$ cat config.mk
export PLATFORM = sky130hd
export DESIGN_NAME = move_scheduler
export DESIGN_NICKNAME = d
export VERILOG_FILES = /design/src/rtl/move_pkg.sv /design/src/rtl/move_scheduler_dir_fifo.sv /design/src/rtl/move_scheduler.sv
export SDC_FILE = /design/constraint.sdc
export NUM_CORES = 1
export LEC_CHECK = 0
export BUFFER_PORTS_ARGS = -buffer_cell sky130_fd_sc_hd__buf_2
export CAP_MARGIN = 5
export CORE_MARGIN = 10
export CORE_UTILIZATION = 60
export CTS_CLUSTER_DIAMETER = 200
export DETAILED_ROUTE_END_ITERATION = 6
export GPL_ROUTABILITY_DRIVEN = 0
export PLACE_DENSITY_LB_ADDON = 0.1
export SLEW_MARGIN = 10
export SYNTH_ARGS = -nofsm -noshare
export SYNTH_HDL_FRONTEND = slang
export SYNTH_SLANG_ARGS = --single-unit
$ cat constraint.sdc
create_clock -name clk -period 7.2 [get_ports clk]
set_clock_uncertainty 0.15 [all_clocks]
set_input_delay 0 -clock clk [delete_from_list [all_inputs] [get_ports clk]]
set_output_delay 0 -clock clk [all_outputs]
set_load 0.1 [all_outputs]
$ cat src/rtl/move_pkg.sv
// move_pkg: direction codes, scheduler state encodings and direction helper
// functions. The direction constants are shared with the keyboard decoder and
// the downstream game-state logic.
package move_pkg;

  localparam logic [2:0] DIR_NONE  = 3'b000;
  localparam logic [2:0] DIR_UP    = 3'b001;
  localparam logic [2:0] DIR_DOWN  = 3'b011;
  localparam logic [2:0] DIR_LEFT  = 3'b010;
  localparam logic [2:0] DIR_RIGHT = 3'b110;

  typedef enum logic [1:0] {
    ST_IDLE  = 2'b00,
    ST_RUN   = 2'b01,
    ST_WAIT  = 2'b10,
    ST_PAUSE = 2'b11
  } state_t;

  function automatic logic is_valid(input logic [2:0] code);
    return (code == DIR_UP) || (code == DIR_DOWN) ||
           (code == DIR_LEFT) || (code == DIR_RIGHT);
  endfunction

  // True when a and b point in opposite directions on the same axis.
  function automatic logic is_reverse(input logic [2:0] a, input logic [2:0] b);
    return (a == DIR_UP    && b == DIR_DOWN)  || (a == DIR_DOWN  && b == DIR_UP) ||
           (a == DIR_LEFT  && b == DIR_RIGHT) || (a == DIR_RIGHT && b == DIR_LEFT);
  endfunction

endpackage

$ cat src/rtl/move_scheduler_dir_fifo.sv
// dir_fifo: DEPTH x 3-bit circular buffer of queued turns.
// Ports:
//   clk, rst_n      clock, asynchronous active-low reset
//   push, din       enqueue din (accepted when not full, or when full and popping)
//   pop             dequeue head (ignored when empty)
//   flush           empty the queue; has priority over push/pop
//   head, tail      oldest and newest entries (meaningful when not empty)
//   count           number of entries, 0..DEPTH
//   full, empty     status flags
module dir_fifo #(
  parameter int DEPTH = 4
) (
  input  logic                     clk,
  input  logic                     rst_n,
  input  logic                     push,
  input  logic                     pop,
  input  logic                     flush,
  input  logic [2:0]               din,
  output logic [2:0]               head,
  output logic [2:0]               tail,
  output logic [$clog2(DEPTH):0]   count,
  output logic                     full,
  output logic                     empty
);

  localparam int PW = $clog2(DEPTH);

  logic [2:0]    mem [DEPTH];
  logic [PW-1:0] wr_ptr;
  logic [PW-1:0] rd_ptr;
  logic          rd_en;
  logic          wr_en;

  assign empty = (count == '0);
  assign full  = (count == (PW+1)'(DEPTH));
  assign rd_en = pop && !empty;
  // A pop in the same cycle frees a slot, so a full queue can still accept.
  assign wr_en = push && (!full || rd_en);
  assign head  = mem[rd_ptr];
  assign tail  = mem[wr_ptr - PW'(1)];

  // NOTE: storage has no reset; entries are only read once count says they
  // were written, so clearing them would buy nothing.
  always_ff @(posedge clk) begin
    if (wr_en) mem[wr_ptr] <= din;
  end

  // NOTE: all sequential state uses non-blocking assignments so every
  // register samples pre-edge values regardless of statement order.
  always_ff @(posedge clk or negedge rst_n) begin
    if (!rst_n) begin
      wr_ptr <= '0;
      rd_ptr <= '0;
      count  <= '0;
    end else if (flush) begin
      wr_ptr <= '0;
      rd_ptr <= '0;
      count  <= '0;
    end else begin
      if (wr_en) wr_ptr <= wr_ptr + PW'(1);
      if (rd_en) rd_ptr <= rd_ptr + PW'(1);
      if (wr_en && !rd_en)      count <= count + 1'b1;
      else if (rd_en && !wr_en) count <= count - 1'b1;
    end
  end

endmodule

$ cat src/rtl/move_scheduler.sv
// move_scheduler: filters keyboard direction codes into a queue of legal
// turns and issues one handshaked step every STEP_CYCLES clocks.
// Ports:
//   clk, rst_n        clock, asynchronous active-low reset
//   way               direction code from keyboard (000 = no key)
//   start/pause/stop  one-cycle control pulses
//   step_ready        consumer accepts the pending step
//   step_valid        step pending
//   step_dir          direction of the pending or last step
//   state             00 IDLE, 01 RUN, 10 WAIT, 11 PAUSE
//   queue_cnt         number of queued turns
//   error             pulse on an invalid code event
//   overflow          pulse when a legal turn is dropped on a full queue
module move_scheduler
  import move_pkg::*;
#(
  parameter int STEP_CYCLES = 25_000_000,
  parameter int CNT_W       = 25,
  parameter int QDEPTH      = 4
) (
  input  logic                      clk,
  input  logic                      rst_n,
  input  logic [2:0]                way,
  input  logic                      start,
  input  logic                      pause,
  input  logic                      stop,
  input  logic                      step_ready,
  output logic                      step_valid,
  output logic [2:0]                step_dir,
  output logic [1:0]                state,
  output logic [$clog2(QDEPTH):0]   queue_cnt,
  output logic                      error,
  output logic                      overflow
);

  localparam logic [CNT_W-1:0] LAST = CNT_W'(STEP_CYCLES - 1);

  state_t           state_q;
  logic [CNT_W-1:0] cnt;
  logic [2:0]       way_q;
  logic [2:0]       cur_dir;

  logic [2:0] q_head, q_tail;
  logic       q_full, q_empty;

  logic       take_evt, code_ok, legal, wrap, do_pop, ovf_now;
  logic [2:0] ref_dir, next_dir;

  // NOTE: every always_comb output gets a default first so no path can
  // leave it unassigned and infer a latch.
  always_comb begin
    take_evt = 1'b0;
    code_ok  = 1'b0;
    ref_dir  = cur_dir;
    legal    = 1'b0;
    wrap     = 1'b0;
    do_pop   = 1'b0;
    next_dir = cur_dir;
    ovf_now  = 1'b0;

    // Edge on the key code; stop and PAUSE swallow it.
    take_evt = (way != way_q) && (way != DIR_NONE) && !stop && (state_q != ST_PAUSE);
    code_ok  = is_valid(way);
    // New turns are judged against the last direction the snake will have
    // taken before them: the newest queued turn, else the current heading.
    if (!q_empty) ref_dir = q_tail;
    legal = take_evt && code_ok && (way != ref_dir) && !is_reverse(way, ref_dir);

    // A pause on the wrap cycle wins: the count freezes at LAST and the step
    // issues on the first RUN cycle after resuming.
    wrap   = (state_q == ST_RUN) && !pause && !stop && (cnt == LAST);
    do_pop = wrap && !q_empty;
    if (do_pop) next_dir = q_head;
    ovf_now = legal && q_full && !do_pop;
  end

  dir_fifo #(.DEPTH(QDEPTH)) u_fifo (
    .clk   (clk),
    .rst_n (rst_n),
    .push  (legal),
    .pop   (do_pop),
    .flush (stop),
    .din   (way),
    .head  (q_head),
    .tail  (q_tail),
    .count (queue_cnt),
    .full  (q_full),
    .empty (q_empty)
  );

  assign state = state_q;

  always_ff @(posedge clk or negedge rst_n) begin
    if (!rst_n) begin
      state_q    <= ST_IDLE;
      cnt        <= '0;
      way_q      <= DIR_NONE;
      cur_dir    <= DIR_RIGHT;
      step_dir   <= DIR_RIGHT;
      step_valid <= 1'b0;
      error      <= 1'b0;
      overflow   <= 1'b0;
    end else begin
      way_q    <= way;
      error    <= take_evt && !code_ok;
      overflow <= ovf_now;
      if (stop) begin
        state_q    <= ST_IDLE;
        cnt        <= '0;
        step_valid <= 1'b0;
        cur_dir    <= DIR_RIGHT;
        step_dir   <= DIR_RIGHT;
      end else begin
        unique case (state_q)
          ST_IDLE: begin
            cnt <= '0;
            if (start) state_q <= ST_RUN;
          end
          ST_RUN: begin
            if (pause) begin
              state_q <= ST_PAUSE;
            end else if (wrap) begin
              cnt        <= '0;
              cur_dir    <= next_dir;
              step_dir   <= next_dir;
              step_valid <= 1'b1;
              state_q    <= ST_WAIT;
            end else begin
              cnt <= cnt + CNT_W'(1);
            end
          end
          ST_WAIT: begin
            if (step_ready) begin
              step_valid <= 1'b0;
              state_q    <= ST_RUN;
            end
          end
          ST_PAUSE: begin
            if (pause) state_q <= ST_RUN;
          end
        endcase
      end
    end
  end

endmodule

; ---- Word level (Yosys, flattened, before mapping)
; Memory sizes are Yosys's and may differ from the RTL's.
; Cells that the tools add are included.
[word_totals]
register_bits = 43
mem_bits_rw = 12
output_inout_bits = 11
n_memories = 1
[op_classes]
add_sub_neg = 6
n_eq_ne = 24
mux = 31
reduce_logical = 51
[memory_table]
columns = memory, depth, word_bits, read_ports, rd_clocked_by_memory_dff, wr, line
row1 = u_fifo.mem, 4, 3, 2, 0, 1, move_scheduler_dir_fifo.sv:28  ; logic [2:0] mem [DEPTH];
[ops]
columns = operator, count
row1 = 25-bit two-way mux, 3
row2 = 25-bit one-hot mux with 2 select lines, 1
row3 = 3-bit two-way mux, 9
row4 = "25-bit by 1-bit adder with 25-bit output, second input constant", 1
row5 = "25-bit == test, second input constant", 1
row6 = 1-bit logical AND, 21
row7 = 2-bit two-way mux, 10
row8 = "3-bit inequality test, second input constant", 5
row9 = "3-bit by 2-bit == test with 1-bit output, second input constant", 4
row10 = 4-bit AND reduction, 3
row11 = 3-bit nonzero test, 4
row12 = "3-bit == test, second input constant", 3
row13 = 1-bit logical NOT, 9
row14 = 2-bit one-hot mux with 4 select lines, 1
row15 = 2-bit nonzero test, 4
row16 = 1-bit logical OR, 7
row17 = "3-bit by 1-bit == test with 1-bit output, second input constant", 2
row18 = 1-bit two-way mux, 6
row19 = 3-bit inequality test, 2
row20 = "5-bit by 4-bit inequality test with 1-bit output, second input constant", 1
row21 = "2-bit by 1-bit adder with 2-bit output, second input constant", 2
row22 = "2-bit == test, second input constant", 2
row23 = "4-bit inequality test, second input constant", 1
row24 = "3-bit by 1-bit adder with 3-bit output, second input constant", 1
row25 = other kinds (9), 9

; ---- Longest topological paths before layout
; Gate-level depths: netlist (run 1).
; An unclocked memory read counts as a cell.
[logic_depth]
ltp_word = 16
mapped_depth = 11

; ---- Modules after synthesis
; From an unflattened synthesis (run 1), not the netlist that was laid out.
[hier_totals]
cells_unflattened = 290
area_unflattened_um2 = 3031.7
[modules_own_cells]
columns = module, n_inst, cells_each, area_each_um2, seq_area_each_um2
row1 = move_scheduler, 1, 225, 2048.2, 903.4
row2 = dir_fifo, 1, 65, 983.4, 535.5

; ---- Least setup slack after synthesis (run 1)
; No wires, ideal clock.
[synth_path]
path_type = flip-flop to flip-flop
from = reg u_fifo.count[0]
to = reg u_fifo.count[2]
arrival_time_ns = 3.073
path_slack_ns = 3.883
path_stages_with_launch = 10
n_path_buf = 1
cell_sequence = dfrtp_1 or3_1 clkbuf_1 mux2i_2 xor2_1 o221ai_1 nor4_2 fa_1 mux2i_1 mux2i_1
[synth_via]
elab_chain_len = 13
[synth_rtl]
columns = element, line
row1 = from (decl), move_scheduler_dir_fifo.sv:21  ; output logic [$clog2(DEPTH):0] count,
row2 = from (signal assigned), move_scheduler_dir_fifo.sv:62  ; if (wr_en && !rd_en) count <= count + 1'b1;
row3 = from (signal assigned), move_scheduler_dir_fifo.sv:63  ; else if (rd_en && !wr_en) count <= count - 1'b1;
row4 = 3-bit logical NOT, move_scheduler_dir_fifo.sv:34  ; assign empty = (count == '0);
row5 = 3-bit two-way mux, move_scheduler.sv:66  ; if (!q_empty) ref_dir = q_tail;
row6 = 3-bit by 2-bit == test with 1-bit output or 3-bit by 1-bit == test with 1-bit output (tied branches), move_pkg.sv:26  ; return (a == DIR_UP && b == DIR_DOWN) || (a == DIR_DOWN && b == DIR_UP) ||
row7 = 1-bit logical AND, move_pkg.sv:26
row8 = 1-bit logical OR (2 in a row), move_pkg.sv:26
row9 = 1-bit logical OR, move_pkg.sv:27  ; (a == DIR_LEFT && b == DIR_RIGHT) || (a == DIR_RIGHT && b == DIR_LEFT);
row10 = 1-bit logical NOT, move_scheduler.sv:67  ; legal = take_evt && code_ok && (way != ref_dir) && !is_reverse(way, ref_dir);
row11 = 1-bit logical AND, move_scheduler.sv:67
row12 = 1-bit logical AND, move_scheduler_dir_fifo.sv:38  ; assign wr_en = push && (!full || rd_en);
row13 = 1-bit logical AND or 1-bit logical NOT (tied branches), "move_scheduler_dir_fifo.sv:62, move_scheduler_dir_fifo.sv:63"
row14 = 3-bit two-way mux or 1-bit logical AND (tied branches), "move_scheduler_dir_fifo.sv:62, move_scheduler_dir_fifo.sv:63"
row15 = 3-bit two-way mux or 3-bit nonzero test (tied branches), -
; Several ways; a longest one is shown, not always the timed one. The select of a mux whose other input is x is not followed.
; A chain may end at the register's enable or synchronous reset.

; ---- Worst setup path in the final report (run 1)
[layout_path]
from = reg u_fifo.wr_ptr[0]
to = reg u_fifo.count[2]
[layout_via]
elab_chain_len = 14
[layout_rtl]
columns = element, line
row1 = from (decl), move_scheduler_dir_fifo.sv:29  ; logic [PW-1:0] wr_ptr;
row2 = from (signal assigned), move_scheduler_dir_fifo.sv:60  ; if (wr_en) wr_ptr <= wr_ptr + PW'(1);
row3 = 2-bit by 1-bit subtractor with 2-bit output *, move_scheduler_dir_fifo.sv:40  ; assign tail = mem[wr_ptr - PW'(1)];
row4 = memory read 4 x 3 bit *, -
row5 = 3-bit two-way mux *, move_scheduler.sv:66
row6 = 3-bit by 2-bit == test with 1-bit output or 3-bit by 1-bit == test with 1-bit output (tied branches), move_pkg.sv:26
row7 = 1-bit logical AND, move_pkg.sv:26
row8 = 1-bit logical OR (2 in a row), move_pkg.sv:26
row9 = 1-bit logical OR, move_pkg.sv:27
row10 = 1-bit logical NOT, move_scheduler.sv:67
row11 = 1-bit logical AND *, move_scheduler.sv:67
row12 = 1-bit logical AND *, move_scheduler_dir_fifo.sv:38
row13 = 1-bit logical AND or 1-bit logical NOT (tied branches), "move_scheduler_dir_fifo.sv:62, move_scheduler_dir_fifo.sv:63"
row14 = 3-bit two-way mux or 1-bit logical AND (tied branches), "move_scheduler_dir_fifo.sv:62, move_scheduler_dir_fifo.sv:63"
row15 = 3-bit two-way mux or 3-bit nonzero test (tied branches), -
; Every way passes the cells marked *; elsewhere a longest branch is shown, timed or not.

==> metrics.md, run 1 <==
| Metric | Value |
|---|---|
| Worst flop-to-flop path startpoint | u_fifo.wr_ptr[0]$_DFFE_PN0P_ |
| CTS Buf Count | 5 |
| Largest family of logic cells by synthesized area | simple AND/OR/NAND/NOR gates |
| Worst hold path type | input pin to flop |
| Final setup fails | 0 |
| Dominant cells by area after synthesis | dfrtp_1 34%, edfxtp_1 12%, xor2_1 5.0%, nor2_1 4.7%, mux4_2 4.5% |
| Max cap viols | 0 |
| Clock transition at path regs | 90 ps |
| CTS tree | yes |
| Initial drt markers | 175 |
| Worst EP required | 7290 ps |
| Drt wl/cell | 15.9 um |
| Inserted Diodes | 0 |
| Worst-Skew Late Latency | 300 ps |
| Compound-Gate Fraction of Synth Area | 0.0841 |
| GRT overflow | 0 |
| Synthesized area | 0.00297 mm^2 |
| YS warnings | 0 |
| Clock buffer depth | 2 |
| Clock Tree Root | clkbuf_8 |
| Outcome | complete, no violations |
| Kind of start point of the critical path | flop |
| Yosys reg bits | 55 |
| First-pass GRT wire length | 10.4 mm |
| Layout Cells excl Fill | 380 |
| Hold_ws | 34.7 ps |
| H-tree levels | 2 |
| Achievable Freq | 0.295 GHz |
| Vias in the first global route | 2151 |
| Die Wd | 90.4 um |
| Antenna violations before repair | 0 |
| Ports | 20 |
| RSZ-0062 raised after global routing | false |
| Worst slew margin | 0.367 |
| PortBufs | 19 |
| Synth Area in Adders | 0.0278 |
| Hold_sp | pause |
| Max-slew violation count | 0 |
| Syn Nets | 301 |
| Fillers | 395 |
| Placed Instances | 362 |
| Routed WL | 6.04 mm |
| Clk sinks | 55 |
| Sink of the worst hold path | cnt[1]$_DFFE_PN0P_ |
| Vias after detailed routing | 2167 |
| Post-Syn Instances | 286 |
| Leak pwr | 1.33 nW |
| Vias/cell | 5.70 |
| Nets | 327 |
| Layout cells sized above 1 | 0.137 |
| Synth top area share | 0.345 |
| Slew @ Worst Pin | 949 ps |
| Avg Inst Size Synth | 10.4 um^2 |
| First-pass detailed-route iteration total | 5 |
| Yosys top cell by area | dfrtp_1 |
| Reg2reg setup slack | 3810 ps |
| Final TNS setup | 0 ps |
| Top cells by count, synth | 41 x dfrtp_1, 37 x nor2_1, 19 x nand3_1 |
| Die area | 0.00817 mm^2 |
| Top FF cell, synth | dfrtp_1 |
| Unique masters post-synth | 44 |
| Fin crit period | 3390 ps |
| FF-to-FF End | u_fifo.count[2]$_DFFE_PN0P_ |
| P&R area growth vs syn | 11.5% |
| Simple-Gate Fraction of Synth Area | 0.233 |
| Worst setup path class | flop to flop |
| Async SR Flop Fraction | 0.782 |
| Placeable Area | 0.00475 mm^2 |
| HPWL after DPL | 4.42 mm |
| Post-Synth XOR/XNOR Area | 0.0736 |
| Num rows | 25 |
| Crit Path Max Fanout | 7 |
| Pwr Density | 250 mW/mm^2 |
| Part of the cycle the worst path needs | 0.471 |
| Largest net degree at the start of global routing | 44 |
| Reg2reg path depth | 10 |
| Residual DRC | 0 |
| Fin. Hold Viols | 0 |
| EDFF count, synth | 12 |
| Initial Utilization | 0.626 |
| GRT Total Usage | 0.150 |
| Post-synthesis mux area share | 0.0703 |
| Cell with the most instances after synthesis | dfrtp_1 |
| CP arrival | 3480 ps |
| Hold path depth | 4 |
| Seq/Total Area, Yosys | 0.484 |
| Die Ht | 90.4 um |
| Final ANT Viol Nets | 0 |
| VDD IR max | 0.265 mV |
| CP endpoint kind | flop |
-- routing by layer --
metal | wire length [um] | part of all wire | track usage
met3 | 236 | 0.039 | 0.0316
met2 | 2790 | 0.46 | 0.239
met5 | 0 | 0 | 0
met1 | 2950 | 0.49 | 0.199
met4 | 59 | 0.0098 | 0.0438
-- area by class of cell --
| cell class | instances | area (um^2) | area share |
|---|---|---|---|
| clock inverters | 3 | 38.8 | 0.0117 |
| multi-input cells | 211 | 1450 | 0.438 |
| flip-flops and latches | 55 | 1440 | 0.434 |
| well taps | 67 | 83.8 | 0.0253 |
| clock buffers | 5 | 68.8 | 0.0208 |
| inverters | 10 | 37.5 | 0.0113 |
| repair buffers | 29 | 195 | 0.0589 |
-- stage by stage --
step	instance area, um^2	power [mW]	worst slack (ps)	utilization
5_1_grt	3320	0.873	3600	0.697
4_1_cts	3320	0.834	3820	0.697
3_3_place_gp	3110	0.624	3940	0.654
3_5_place_dp	3110	0.631	3830	0.654
2_1_floorplan	2970	0.582	3880	-
6_report	3320	0.828	3810	0.697
-- how the worst max path moves through the flow --
stage	cells after the start	start	end	slack [ps]
6_report	10	u_fifo.wr_ptr[0]$_DFFE_PN0P_	u_fifo.count[2]$_DFFE_PN0P_	3810
5_1_grt	10	u_fifo.wr_ptr[0]$_DFFE_PN0P_	u_fifo.count[2]$_DFFE_PN0P_	3600
4_1_cts	10	u_fifo.wr_ptr[0]$_DFFE_PN0P_	u_fifo.count[2]$_DFFE_PN0P_	3820
3_5_place_dp	10	u_fifo.wr_ptr[0]$_DFFE_PN0P_	u_fifo.count[2]$_DFFE_PN0P_	3830
3_3_place_gp	10	u_fifo.wr_ptr[0]$_DFFE_PN0P_	u_fifo.count[2]$_DFFE_PN0P_	3940
2_1_floorplan	9	u_fifo.count[0]$_DFFE_PN0P_	u_fifo.count[2]$_DFFE_PN0P_	3880
-- sequential cells by signal (all words and copies together) (netlist names) --
| register | flops |
|---|---|
| state | 2 |
| overflow | 1 |
| step_valid | 1 |
| cnt | 25 |
| cur_dir | 3 |
| way_q | 3 |
| error | 1 |
| u_fifo.count | 3 |
| u_fifo.wr_ptr | 2 |
| u_fifo.rd_ptr | 2 |
| u_fifo.mem | 12 |
-- cell families after synthesis --
group,after synthesis
AO/OA/AOI/OAI,39
XOR/XNOR,25
adder cells (fa/ha/maj),6
buffers and inverters,20
flip-flops,55
multiplexers,13
AND/OR/NAND/NOR,128
-- timing repair --
item | in CTS | in global routing
hold endpoints to repair | 66 | 0
hold buffers | 10 | 0
gates resized for setup | 0 | 0
setup buffers | 0 | 0
-- critical path, stage by stage (launching register included) --
cell      delay [ps]
dfrtp_1          530
inv_1            110
ha_1             370
mux4_2           330
nor3b_1          170
o32ai_2          320
o221ai_1         200
nor4_2           430
fa_1             270
mux2i_1          220
mux2i_1          190
-- where the power goes --
part | total (mW) | internal [mW] | switching, mW
logic | 0.267 | 0.0913 | 0.176
registers | 0.361 | 0.339 | 0.0223
clock network | 0.199 | 0.102 | 0.0975
-- placed cells by master (no fill, tap or decap), drive strengths merged, types with 6 or more instances in the layout --
master       instances
mux2i                7
and3                 7
nor2                37
dfrtp               41
nand3               19
a21oi               13
edfxtp              12
o21ai               13
dlygate4sd3         10
nand2               14
mux4                 6
inv                 10
xnor2                8
nand2b               8
buf                 19
and2                 6
or3                  6
nor3b                7
xor2                17
Note: power is estimated with default switching activity, not from simulation.
==> run 2: changes to the inputs <==
- ABC_AREA: unset -> 1
- CORE_UTILIZATION: 60 -> 55
- clock period: 7.2 -> 2.8 ns (I/O delays scaled with it)
==> metrics.md, run 2 <==
| Metric | Value |
|---|---|
| Synthesized area | 0.00315 mm^2 (+6.0%) |
| Simple-Gate Fraction of Synth Area | 0.306 (+0.0729) |
| Final core area utilization | 0.657 (-0.0402) |
| Clk sinks | 55 (unchanged) |
| Clock transition at path regs | 100 ps (about the same) |
| Final ANT Viol Nets | 0 (unchanged) |
| Kind of start point of the critical path | flop |
| Outcome | complete, no violations |
| Syn Nets | 412 (+37%) |
| Met1 WL | 2.98 mm (+1.2%) |
| Top layer reached by signal wires | met4 |
| Die Ht | 95.7 um (+5.9%) |
| Hold_sp | step_ready |
| Initial drt markers | 152 (-13%) |
| CP arrival | 2660 ps (-820 ps) |
| Biggest registers after layout | cnt: 25 flops, u_fifo.mem: 12 flops |
| Crit Path Max Fanout | 4 (-3) |
| Slew @ Worst Pin | 978 ps (+28.9 ps) |
| Leak pwr | 1.60 nW (+20%) |
| GRT overflow | 0 (unchanged) |
| Top FF cell, synth | dfrtp_1 |
| Clock buffer depth | 2 (unchanged) |
| P&R area growth vs syn | 15.5% |
| Largest net degree at the start of global routing | 44 (unchanged) |
| Pre-CTS worst setup slack | 36.6 ps (-3800 ps) |
| Routed met2 length | 3.51 mm (+26%) |
| Routed WL | 6.98 mm (+16%) |
| Cell with the most instances after synthesis | nand2_1 |
| Worst setup path class | flop to flop |
| FF-to-FF End | u_fifo.count[2]$_DFFE_PN0P_ |
| Worst hold path type | input pin to flop |
| Worst-Skew Late Latency | 310 ps (about the same) |
| VDD IR max | 0.450 mV (+69%) |
| Worst EP required | 2860 ps (-4430 ps) |
| YS warnings | 0 (unchanged) |
| Post-Syn Instances | 397 (+39%) |
| Yosys top cell by area | dfrtp_1 |
| CP endpoint kind | flop |
| Hold path depth | 4 (unchanged) |
| Die Wd | 95.7 um (+5.9%) |
| Dominant cells by area after synthesis | dfrtp_1 33%, edfxtp_1 11%, nand2_1 8.9%, inv_1 7.6%, nand3_1 4.9% |
| First-pass detailed-route iteration total | 4 (-1) |
| Inserted Diodes | 0 (unchanged) |
| Antenna violations before repair | 0 (unchanged) |
| Post-Synth XOR/XNOR Area | 0.0306 (-0.0431) |
| HPWL after DPL | 5.13 mm (+16%) |
| Placed Instances | 491 (+36%) |
| Die area | 0.00916 mm^2 (+12%) |
| Worst slew margin | 0.348 (-0.0193) |
| Unique masters post-synth | 40 (-9.1%) |
| Pwr Density | 651 mW/mm^2 (+160%) |
| Fin crit period | 2600 ps (-793 ps) |
| Compound-Gate Fraction of Synth Area | 0.0913 (+0.00713) |
| Async SR Flop Fraction | 0.782 (unchanged) |
| Vias in the first global route | 2665 (+24%) |
| Met3 Wirelength | 353 um (+50%) |
| Layout Cells excl Fill | 508 (+34%) |
| Avg Inst Size Synth | 7.94 um^2 (-24%) |
| Vias/cell | 5.37 (-5.8%) |
| Synth Area in Adders | 0.0262 (-0.00158) |
| Yosys reg bits | 55 (unchanged) |
| CTS tree | yes |
| Commonest non-fill, non-tap cell in the layout | nand2_1 |
| Top cells by count, synth | 75 x nand2_1, 64 x inv_1, 41 x dfrtp_1 |
| Max-slew violation count | 0 (unchanged) |
| PortBufs | 19 (unchanged) |
| Num rows | 27 (+8.0%) |
| Synth top area share | 0.325 (-0.0196) |
| Reg2reg setup slack | 200 ps (-3610 ps) |
| Residual DRC | 0 (unchanged) |
| Fin worst setup slack | 203 ps (-3610 ps) |
| Max cap viols | 0 (unchanged) |
| Vias after detailed routing | 2729 (+26%) |
| H-tree levels | 2 (unchanged) |
| CTS Buf Count | 5 (unchanged) |
| Power Total | 2.37 mW (+190%) |
| Worst flop-to-flop path startpoint | u_fifo.wr_ptr[1]$_DFFE_PN0P_ |
| Layout cells sized above 1 | 0.197 (+0.0599) |
| EDFF count, synth | 12 (unchanged) |
| Post-synthesis mux area share | 0.00317 (-0.0671) |
| Part of the cycle the worst path needs | 0.928 (+0.457) |
| Fin. Hold Viols | 0 (unchanged) |
| Clock Tree Root | clkbuf_8 |
| Drt wl/cell | 13.7 um (-13%) |
| Nets | 450 (+38%) |
| Most frequent cells in the layout | 72 x nand2_1, 60 x inv_1, 37 x dfrtp_1 |
| Max reg flops | 25 (unchanged) |
| Seq/Total Area, Yosys | 0.456 (-0.0275) |
| GRT Total Usage | 0.159 (+0.00900) |
| Largest family of logic cells by synthesized area | simple AND/OR/NAND/NOR gates |
| First-pass GRT wire length | 11.7 mm (+12%) |
| Sink of the worst hold path | step_valid$_DFFE_PN0P_ |
| Reg2reg path depth | 19 (+9) |
| Most flops, register | cnt |
| Final setup fails | 0 (unchanged) |
| Initial Utilization | 0.569 (-0.0564) |
| Placeable Area | 0.00554 mm^2 (+17%) |
| Ports | 20 (unchanged) |
| Achievable Freq | 0.385 GHz (+31%) |
-- run 2: cell count changes after synthesis, moves of 7 or more --
cell	delta
a21oi_1	+10
clkbuf_1	-7
inv_1	+54
nand2_1	+61
nand2b_1	-8
nand3_1	+12
nor3_1	+16
xor2_1	-11
-- run 2: layout make-up --
class | count | area, um^2
Fill cell | 466 | 1900
Multi-Input combinational cell | 270 | 1530
Sequential cell | 55 | 1440
Inverter | 68 | 258
Timing Repair Buffer | 35 | 230
Tap cell | 72 | 90.1
Clock buffer | 5 | 68.8
Clock inverter | 3 | 20.0
-- run 2: worst max-delay path, stage by stage, from the launching register on --
cell     delay, ps
dfrtp_1        400
inv_2          100
ha_4           220
nand3_1        120
nand2_1         70
nand2_1         70
nand3_2         80
nor2_2         130
nand2_2         60
nand2_1         90
nor2_2          50
nand4_2        100
inv_2           50
fa_2           370
xnor2_2        180
inv_1           50
nand2_1         60
nand2_1         50
nand2_1         60
nand2_1         40
-- run 2: stage by stage --
step	cell area, um^2	hold WS [ps]	TNS (ps)
floorplan	3160	-446	0
global placement	3380	56.4	0
detailed placement	3380	70.6	0
CTS	3530	71.0	0
global route	3640	146	-11.2
finish	3640	80.6	0
-- run 2: timing repair --
action / CTS / global route
setup buffers: 0 / 3
gates resized for setup: 0 / 25
hold buffers: 6 / 0
endpoints found under the hold margin: 63 / 0
setup endpoints to repair: 0 / 14
-- run 2: worst max-delay path by stage --
stage	startpoint	endpoint	slack, ps	depth (start not counted)
final	u_fifo.wr_ptr[1]$_DFFE_PN0P_	u_fifo.count[2]$_DFFE_PN0P_	200	19
after global routing	u_fifo.wr_ptr[0]$_DFFE_PN0P_	u_fifo.count[2]$_DFFE_PN0P_	-10	20
after CTS	u_fifo.wr_ptr[1]$_DFFE_PN0P_	u_fifo.count[2]$_DFFE_PN0P_	7	18
after detailed placement	u_fifo.wr_ptr[1]$_DFFE_PN0P_	u_fifo.count[2]$_DFFE_PN0P_	40	18
after global placement	u_fifo.wr_ptr[1]$_DFFE_PN0P_	u_fifo.count[2]$_DFFE_PN0P_	170	18
after floorplan	u_fifo.wr_ptr[0]$_DFFE_PN0P_	u_fifo.count[2]$_DFFE_PN0P_	7	19
-- run 2: cells by family (layout without fill, tap and decap cells) --
family | Yosys count | count (layout)
simple gates | 201 | 201
buf+inv | 72 | 111
flops | 55 | 55
compound gates | 51 | 51
xor+xnor | 11 | 11
fa+ha+maj | 6 | 6
mux | 1 | 1
-- run 2: power breakdown --
| part | internal, mW | switching, mW |
|---|---|---|
| sequential | 0.883 | 0.0514 |
| clock | 0.175 | 0.269 |
| combinational | 0.306 | 0.684 |
-- run 2: per-layer routing --
metal	GRT usage	vias up
li1	-	1381
met1	0.185	1272
met2	0.278	60
met3	0.0342	16
met4	0.0627	0
met5	0	-
==> run 3: changes to the inputs <==
==> constraint.sdc (replaced) <==
create_clock -name clk -period 2.8 [get_ports clk]
set_clock_uncertainty 0.15 [all_clocks]
set_input_delay 0.56 -clock clk [delete_from_list [all_inputs] [get_ports clk]]
set_output_delay 0.56 -clock clk [all_outputs]
set_load 0.1 [all_outputs]
==> metrics.md, run 3 (synthesis results as in run 2) <==
| Metric | Value |
|---|---|
| Final ANT Viol Nets | 0 (unchanged) |
| Pre-CTS worst setup slack | 17.4 ps (-19.2 ps) |
| Worst hold path type | input pin to flop |
| CP arrival | 2650 ps (about the same) |
| Vias in the first global route | 2830 (+6.2%) |
| Internal power | 1.33 mW (-2.5%) |
| CTS Buf Count | 5 (unchanged) |
| Sw Share | 0.426 (+0.00186) |
| Nets | 448 (-0.44%) |
| Worst slew margin | 0.616 (+0.268) |
| Inserted Diodes | 0 (unchanged) |
| HPWL after DPL | 5.34 mm (+4.2%) |
| Max-slew violation count | 0 (unchanged) |
| Vias after detailed routing | 2753 (+0.88%) |
| Worst-Skew Late Latency | 320 ps (about the same) |
| Vias/cell | 5.44 (+1.3%) |
| Die Wd | 95.7 um (unchanged) |
| First-pass detailed-route iteration total | 5 (+1) |
| Fin crit period | 2570 ps (-24.6 ps) |
| Fillers | 489 (+4.9%) |
| Part of the cycle the worst path needs | 0.919 (-0.00877) |
| Die area | 0.00916 mm^2 (unchanged) |
| Antenna violations before repair | 0 (unchanged) |
| Outcome | complete, no violations |
| Clock power frac | 0.194 (+0.006) |
| Fin. Hold Viols | 0 (unchanged) |
| Die Ht | 95.7 um (unchanged) |
| Clock transition at path regs | 100 ps (about the same) |
| Clock buffer depth | 2 (unchanged) |
| Largest stage delay on the critical path | 450 ps (+50 ps) |
| Ports | 20 (unchanged) |
| Sequential power share | 0.404 (+0.009) |
| CP endpoint kind | flop |
| GRT Total Usage | 0.170 (+0.0115) |
| Commonest non-fill, non-tap cell in the layout | nand2_1 |
| Most frequent cells in the layout | 74 x nand2_1, 61 x inv_1, 37 x dfrtp_1 |
| Slew @ Worst Pin | 571 ps (-407 ps) |
| Hold path depth | 1 (-3) |
| Max cap viols | 0 (unchanged) |
| PortBufs | 19 (unchanged) |
| Most Frequent Cell on Critical Path | nand2_1 |
| Max reg flops | 25 (unchanged) |
| Final setup fails | 0 (unchanged) |
| Residual DRC | 0 (unchanged) |
| Fin worst setup slack | 227 ps (+24.6 ps) |
| Worst setup path class | flop to flop |
| Register area | 0.00144 mm^2 (unchanged) |
| Pwr Density | 649 mW/mm^2 (-0.29%) |
| Reg2reg path depth | 18 (-1) |
| Comb pwr share | 0.402 (-0.016) |
| Sw Pwr | 0.987 mW (-1.7%) |
| Crit Path Max Fanout | 10 (+6) |
| Routed WL | 7.05 mm (+0.97%) |
| H-tree levels | 2 (unchanged) |
| Initial Utilization | 0.569 (unchanged) |
| Clock Tree Root | clkbuf_8 |
| CTS tree | yes |
| Final core area utilization | 0.645 (-0.0122) |
| Placeable Area | 0.00554 mm^2 (unchanged) |
| Num rows | 27 (unchanged) |
| P&R area growth vs syn | 13.3% |
| Most flops, register | cnt |
| Largest net degree at the start of global routing | 19 (-57%) |
| Slowest CP cell | dfrtp_2 |
| GRT overflow | 0 (unchanged) |
| Area occupied by multi-input gates | 0.00149 mm^2 (-2.5%) |
| First-pass GRT wire length | 12.5 mm (+7.3%) |
| Biggest registers after layout | cnt: 25 flops, u_fifo.mem: 12 flops |
| Drt wl/cell | 13.9 um (+1.4%) |
| Achievable Freq | 0.389 GHz (+0.95%) |
| Kind of start point of the critical path | flop |
| VDD IR max | 0.592 mV (+32%) |
| Layout cells sized above 1 | 0.182 (-0.0152) |
| Critical Path, Cell by Cell | nor2_4 > nand2_4 > or2_1 > nand2_1 > nand2_1 > inv_1 > nand2_1 > nor2_1 > nor2_1 > nand4_2 > inv_1 > fa_2 > xnor2_2 > inv_1 > nand2_1 > nand2_1 > nand2_1 > nand2_1 |
| Clk sinks | 55 (unchanged) |
| Leak pwr | 1.58 nW (-0.92%) |
| Initial drt markers | 128 (-16%) |
| Worst EP required | 2880 ps (+20 ps) |
[run 3: per-layer routing]
metal / GRT usage / part of all wire
met2: 0.296 / 0.49
met3: 0.0358 / 0.043
met5: 0 / 0
met1: 0.203 / 0.45
met4: 0.0590 / 0.018
[run 3: critical path, delay by kind of cell, from the launching register on]
family / cells / cell delay (ps)
AND/OR/NAND/NOR: 13 / 1170
buffers and inverters: 3 / 190
adder cells (fa/ha/maj): 1 / 360
flip-flops: 1 / 450
XOR/XNOR: 1 / 150
[run 3: final timing paths]
check                                                  from                     endpoint  slack (ps)
max in group asynchronous                             rst_n           cnt[1]$_DFFE_PN0P_        1400
worst max register to register  u_fifo.count[0]$_DFFE_PN0P_  u_fifo.count[2]$_DFFE_PN0P_         230
worst max-delay path            u_fifo.count[0]$_DFFE_PN0P_  u_fifo.count[2]$_DFFE_PN0P_         230
worst min-delay path                                 way[2]           way_q[2]$_DFF_PN0_         310
min in group asynchronous                             rst_n       cur_dir[0]$_DFFE_PN0P_         520
worst min register to register          cnt[21]$_DFFE_PN0P_          cnt[21]$_DFFE_PN0P_         380
[run 3: timing repair]
item | 4_1_cts | 5_1_grt
pin swaps | 1 | 6
gates resized for setup | 0 | 13
hold endpoints to repair | 2 | 0
setup buffers | 1 | 1
hold buffers | 1 | 0
endpoints found under the setup margin | 1 | 14
[run 3: per-stage QoR]
step	hold slack [ps]	instance area [um^2]	setup TNS, ps	power (mW)	std cells
2_1_floorplan	114	3160	0	1.60	397
3_3_place_gp	338	3410	0	1.78	495
3_5_place_dp	344	3410	0	1.80	495
4_1_cts	316	3510	0	2.25	505
5_1_grt	306	3570	-5.80	2.48	506
6_report	311	3570	0	2.32	506
[run 3: cell type report]
type | count | area share
sequential | 55 | 0.404
timing repair buffer | 33 | 0.0567
clock inverter | 3 | 0.00560
clock buffer | 5 | 0.0193
tap | 72 | 0.0252
multi-input combinational | 270 | 0.418
inverter | 68 | 0.0714
[run 3: power by group through the flow]
stage | logic, mW | clock network, mW | registers [mW]
4_1_cts | 0.867 | 0.455 | 0.930
2_1_floorplan | 0.447 | 0 | 1.16
6_report | 0.933 | 0.449 | 0.936
3_5_place_dp | 0.858 | 0 | 0.947
5_1_grt | 1.04 | 0.495 | 0.945
3_3_place_gp | 0.838 | 0 | 0.944
